==> config.mk <==
export PLATFORM = sky130hd
export DESIGN_NAME = eqn_serial_ctrl_flat
export DESIGN_NICKNAME = d
export VERILOG_FILES = /design/src/rtl/eqn_serial_ctrl_if.sv /design/src/rtl/eqn_serial_ctrl.sv /design/src/flat_wrapper.sv
export SDC_FILE = /design/constraint.sdc
export NUM_CORES = 1
export LEC_CHECK = 0
export CELL_PAD_IN_SITES_DETAIL_PLACEMENT = 1
export CELL_PAD_IN_SITES_GLOBAL_PLACEMENT = 1
export CORE_ASPECT_RATIO = 0.6
export CORE_MARGIN = 10
export CORE_UTILIZATION = 38
export DETAILED_ROUTE_END_ITERATION = 7
export GPL_TIMING_DRIVEN = 0
export PLACE_DENSITY_LB_ADDON = 0.1
export SYNTH_ARGS = -nofsm -noshare
export SYNTH_HDL_FRONTEND = slang
export SYNTH_SLANG_ARGS = --single-unit
==> constraint.sdc <==
create_clock -name clk -period 2.34 [get_ports clk]
set_input_delay 0.468 -clock clk [delete_from_list [all_inputs] [get_ports clk]]
set_output_delay 0.468 -clock clk [all_outputs]
set_load 0.02 [all_outputs]
==> src/rtl/eqn_serial_ctrl_if.sv <==
// Handshake and eq2-slice signals shared between a requester, eqn_serial_ctrl and the external eq2 slice.
// The controller side uses the slave modport; the requester/eq2 side uses master.
interface eqn_serial_ctrl_if #(
    parameter int WIDTH = 8
);
    localparam int N  = WIDTH / 2;
    localparam int IW = (N > 1) ? $clog2(N) : 1;

    logic             start;
    logic [WIDTH-1:0] a;
    logic [WIDTH-1:0] b;
    logic             ready;
    logic             busy;
    logic             done;
    logic             aeqb;
    logic [IW-1:0]    mismatch_idx;
    logic [1:0]       slice_a;
    logic [1:0]       slice_b;
    logic             slice_eq;

    modport master (
        output start, a, b, slice_eq,
        input  ready, busy, done, aeqb, mismatch_idx, slice_a, slice_b
    );

    modport slave (
        input  start, a, b, slice_eq,
        output ready, busy, done, aeqb, mismatch_idx, slice_a, slice_b
    );
endinterface

==> src/rtl/eqn_serial_ctrl.sv <==
// Word equality compare streamed 2 bits/cycle, LSB first, through one external eq2 slice.
// Optional macro EQN_EARLY_EXIT_EN: stop on the first mismatching slice instead of running all N.
//
// state  | meaning
// IDLE   | ready, slices driven 00, waiting for start
// CMP    | presenting slice idx to eq2, sampling slice_eq each edge
// DONE   | one-cycle done pulse, word result already registered
module eqn_serial_ctrl #(
    parameter int WIDTH = 8
) (
    input  logic                clk,
    input  logic                reset,
    eqn_serial_ctrl_if.slave    bus
);
    localparam int N  = WIDTH / 2;
    localparam int IW = (N > 1) ? $clog2(N) : 1;
    localparam logic [IW-1:0] LAST_IDX = IW'(N - 1);

    typedef enum logic [1:0] {
        S_IDLE = 2'd0,
        S_CMP  = 2'd1,
        S_DONE = 2'd2
    } state_t;

    state_t           r_state;
    state_t           w_state_nxt;
    logic [WIDTH-1:0] r_a;
    logic [WIDTH-1:0] r_b;
    logic [IW-1:0]    r_idx;
    logic             r_flag;
    logic             r_aeqb;
    logic [IW-1:0]    r_mis_idx;

    logic             w_last;
    logic             w_first_mis;
    logic             w_exit;
    logic [WIDTH-1:0] w_a_shift;
    logic [WIDTH-1:0] w_b_shift;
    logic [1:0]       w_slice_a;
    logic [1:0]       w_slice_b;

    assign w_last      = (r_idx == LAST_IDX);
    assign w_first_mis = ~bus.slice_eq & ~r_flag;

`ifdef EQN_EARLY_EXIT_EN
    assign w_exit = w_last | w_first_mis;
`else
    assign w_exit = w_last;
`endif

    always_ff @(posedge clk or posedge reset) begin
        if (reset) begin
            r_state <= S_IDLE;
        end else begin
            r_state <= w_state_nxt;
        end
    end

    always_comb begin
        w_state_nxt = r_state;
        case (r_state)
            S_IDLE: begin
                if (bus.start) begin
                    w_state_nxt = S_CMP;
                end
            end
            S_CMP: begin
                if (w_exit) begin
                    w_state_nxt = S_DONE;
                end
            end
            S_DONE: begin
                w_state_nxt = S_IDLE;
            end
            default: begin
                w_state_nxt = S_IDLE;
            end
        endcase
    end

    // Word result is registered on the edge entering DONE so it is valid in the done cycle.
    always_ff @(posedge clk or posedge reset) begin
        if (reset) begin
            r_a       <= '0;
            r_b       <= '0;
            r_idx     <= '0;
            r_flag    <= 1'b0;
            r_aeqb    <= 1'b0;
            r_mis_idx <= '0;
        end else begin
            case (r_state)
                S_IDLE: begin
                    if (bus.start) begin
                        r_a       <= bus.a;
                        r_b       <= bus.b;
                        r_idx     <= '0;
                        r_flag    <= 1'b0;
                        r_aeqb    <= 1'b0;
                        r_mis_idx <= '0;
                    end
                end
                S_CMP: begin
                    if (w_first_mis) begin
                        r_flag    <= 1'b1;
                        r_mis_idx <= r_idx;
                    end
                    if (w_exit) begin
                        r_aeqb <= ~r_flag & bus.slice_eq;
                    end else begin
                        r_idx <= r_idx + IW'(1);
                    end
                end
                default: begin
                end
            endcase
        end
    end

    assign w_a_shift = r_a >> {r_idx, 1'b0};
    assign w_b_shift = r_b >> {r_idx, 1'b0};

    always_comb begin
        w_slice_a = 2'b00;
        w_slice_b = 2'b00;
        if (r_state == S_CMP) begin
            w_slice_a = w_a_shift[1:0];
            w_slice_b = w_b_shift[1:0];
        end
    end

    assign bus.ready        = (r_state == S_IDLE);
    assign bus.busy         = (r_state == S_CMP);
    assign bus.done         = (r_state == S_DONE);
    assign bus.aeqb         = r_aeqb;
    assign bus.mismatch_idx = r_mis_idx;
    assign bus.slice_a      = w_slice_a;
    assign bus.slice_b      = w_slice_b;
endmodule

==> src/flat_wrapper.sv <==
// flat-port wrapper written by rule: the top's interface ports become plain ports
module eqn_serial_ctrl_flat 
#(
    parameter int WIDTH = 8
)
  (clk, reset, bus_start, bus_a, bus_b, bus_slice_eq, bus_ready, bus_busy, bus_done, bus_aeqb, bus_mismatch_idx, bus_slice_a, bus_slice_b);
  eqn_serial_ctrl_if #(.WIDTH(WIDTH)) bus_i ();
  input  logic clk;
  input  logic reset;
  input wire logic [$bits(bus_i.start)-1:0] bus_start;
  input wire logic [$bits(bus_i.a)-1:0] bus_a;
  input wire logic [$bits(bus_i.b)-1:0] bus_b;
  input wire logic [$bits(bus_i.slice_eq)-1:0] bus_slice_eq;
  output wire logic [$bits(bus_i.ready)-1:0] bus_ready;
  output wire logic [$bits(bus_i.busy)-1:0] bus_busy;
  output wire logic [$bits(bus_i.done)-1:0] bus_done;
  output wire logic [$bits(bus_i.aeqb)-1:0] bus_aeqb;
  output wire logic [$bits(bus_i.mismatch_idx)-1:0] bus_mismatch_idx;
  output wire logic [$bits(bus_i.slice_a)-1:0] bus_slice_a;
  output wire logic [$bits(bus_i.slice_b)-1:0] bus_slice_b;
  assign bus_i.start = bus_start;
  assign bus_i.a = bus_a;
  assign bus_i.b = bus_b;
  assign bus_i.slice_eq = bus_slice_eq;
  assign bus_ready = bus_i.ready;
  assign bus_busy = bus_i.busy;
  assign bus_done = bus_i.done;
  assign bus_aeqb = bus_i.aeqb;
  assign bus_mismatch_idx = bus_i.mismatch_idx;
  assign bus_slice_a = bus_i.slice_a;
  assign bus_slice_b = bus_i.slice_b;
  eqn_serial_ctrl #(.WIDTH(WIDTH)) u_core (.clk(clk), .reset(reset), .bus(bus_i));
endmodule
==> results.toml <==
[outcome]
status = "complete, no violations"

[route]
drt.antenna.violating_nets = 0
wl_per_cell_um = 15.8
finalWirelength_um = 2740
vias = 862
vias_per_cell = 4.98
drc_errors = 0
first_iter_violations = 13
drtPass1Iterations = 2

[timing]
tightest_slew_ns = 0.914
rsz0062_at_grt = "no"
tns_ns = 0
slew_headroom_pct = 39.0
drv_slew = 0
min_period_ns = 2.23
fin_ws_ns = 0.111
fmax_mhz = 449
post-route-period-util_pct = 95.3
clock_skew_ns = 0.00659
final-setup-viol-count = 0
hold_viol_final = 0

[critical_path]
arrival_ns = 1.76
worst-setup-path-type = "reg -> out"
r2r_cells = 4
cpLargestDelayFamily = "buffers and inverters"
cp_num_buf_inv = 2
ff2ff_setup_slack_ns = 0.80
worstPathCellList = "buf_4 > mux4_2 > nor2b_1 > dlygate4sd2_1"
reg2reg_from = "u_core.r_state[1]"
cpPeakStageDelay_ns = 0.49
slowest_stage = "mux4_2"
crit_path_end_kind = "output port"
reg2reg_to = "u_core.r_a[7]"
cp_max_fo = 7
crit_path_start_kind = "flip-flop"
cp_data_required_time_ns = 1.87

[floorplan]
dieWidth_um = 89.3
start_util_pct = 41.6
core_region_area_mm2 = 0.00263
dieHeight_um = 61.6
die_area_mm2 = 0.00549
pin_count = 30
row_count = 14

[layout]
fin_cells = 173
antenna_cells = 0
area_delta_synth_final_pct = 34.1
nFillCells = 303
fin_nets = 164
drive_above_1_share_pct = 11.3

[synth]
synth_common_cells = "nand2_1 (48), dfrtp_1 (24), inv_1 (5), nor2b_1 (5), mux4_2 (4)"
seq_area_frac_synth_pct = 54.9
synth.most_common_cell = "nand2_1"
ys_warn_count = 0
synth_top_area_share_pct = 54.9
ys_types = 23
synthArstFlopShare_pct = 100
ys_seq_elements = 24
synth.largest_area_cell = "dfrtp_1"
synth_edf_count = 0
synth.cell_area_mm2 = 0.00109
postSynthCellCount = 109
syn_area_per_cell_um2 = 10.0
synth_nets = 130
ys_top_cells_by_area = "dfrtp_1 (55%), nand2_1 (16%), mux4_2 (8.2%), nor2b_1 (2.9%), inv_1 (1.7%)"
synth_top_flop_cell = "dfrtp_1"

[clock_network]
numClockSinks = 24
clk_latency_ns = 0.26
root_buffer = "clkbuf_8"
htree_levels = 1
cts.path.max_buffers = 2
cts.clk_slew.worst_paths_ns = 0.08
ctsHoldBuffers = 0
cts_tree = "done"
numCtsBuffers = 3

[worst_hold_path]
min_from = "u_core.r_a[6]"
holdPathEnd = "u_core.r_a[6]"
min_path_cells = 2
hold_class = "reg -> reg"

[run]
max_cap_violations = 0

[global_route]
gr-total-overflow = 0
antenna_found_initial = 0
grt_usage_pct = 11.1
grt_pass1_wl_um = 4720
grt_pass1_vias = 988
grt_max_degree = 25

[place]
dp_cells = 170
dp_slack_ns = 0.104
hpwl_um = 2140
io_buffers = 29
gp_congestion = 0.717

[pwr]
p_leak_nw = 0.722
p_per_area_mw_per_mm2 = 1300
peakVddDrop_mv = 0.581
power_mw = 1.91
timing repair:
action,4_1_cts,5_1_grt
pin swaps,0,0
setup buffers,0,0
endpoints found under the setup margin,4,4
gates resized for setup,5,3
kinds of logic (layout without fill, tap and decap cells):
family,after synthesis,count (layout),share of synthesized area (%)
AO/OA/AOI/OAI,7,7,4.81
adder cells (fa/ha/maj),1,1,1.14
buffers and inverters,9,41,4.35
flip-flops,24,24,54.9
multiplexers,4,4,8.24
AND/OR/NAND/NOR,64,64,26.5
flip-flops by register name (all words and copies together), names as in the netlist:
register                 cells
u_core.r_b                   8
u_core.r_idx                 2
u_core.bus.aeqb              1
u_core.r_a                   8
u_core.bus.mismatch_idx      2
u_core.r_flag                1
u_core.r_state               2
worst max path at each step:
stage	start	to	slack, ns	cells past startpoint
5_1_grt	u_core.r_idx[0]	bus_slice_a[0]	0.02	4
3_5_place_dp	u_core.r_idx[0]	bus_slice_a[0]	0.10	4
2_1_floorplan	u_core.r_idx[0]	bus_slice_a[0]	0.68	3
3_3_place_gp	u_core.r_idx[1]	bus_slice_b[0]	0.09	3
6_report	u_core.r_idx[0]	bus_slice_a[0]	0.11	4
4_1_cts	u_core.r_idx[0]	bus_slice_a[0]	0.02	4
report_power, final:
part | total, mW | switching (mW) | internal [mW] | leakage, nW
combinational | 0.920 | 0.470 | 0.450 | 0.402
sequential | 0.751 | 0.142 | 0.609 | 0.299
clock | 0.239 | 0.124 | 0.115 | 0.0216
total | 1.91 | 0.736 | 1.17 | 0.722
placed cells by master (no fill, tap or decap), drive strengths merged, types with 2 or more instances in the layout:
master	instances
a22o	2
buf	4
clkbuf	3
clkdlybuf4s50	25
dfrtp	24
dlygate4sd2	4
inv	5
mux4	4
nand2	48
nand2b	2
nor2	3
nor2b	5
o21ai	3
metrics by stage:
stage	area (um2)	hold WS [ns]	util (%)
after floorplan	1090	0.440	-
after global placement	1420	0.456	54.2
after detailed placement	1420	0.462	54.2
after CTS	1460	0.481	55.6
after global routing	1470	0.518	55.8
final	1470	0.475	55.8
cell type report:
cell class	count	area [um2]	share of cell area (%)
sequential	24	602	41.0
multi-input combinational	76	448	30.5
inverter	5	18.8	1.28
tap	32	40.0	2.73
timing repair buffer	29	285	19.5
clock buffer	3	41.3	2.82
buffer	4	31.3	2.13
routing by layer:
metal / up-vias / global-route usage, % / share of wire, %
met4: 0 / 2.70 / 0
met1: 432 / 12.7 / 43
met3: 0 / 4.48 / 6.6
li1: 412 / - / -
met2: 18 / 19.4 / 51
met5: - / 0 / 0
worst register-to-register path, cell delays in order, from the launching register on:
cell and delay, ns:
dfrtp_1 0.47, nor3b_2 0.52, buf_2 0.33, nand2_1 0.09
nand2_1 0.06
No activity file was read; power rests on OpenSTA's default activity.
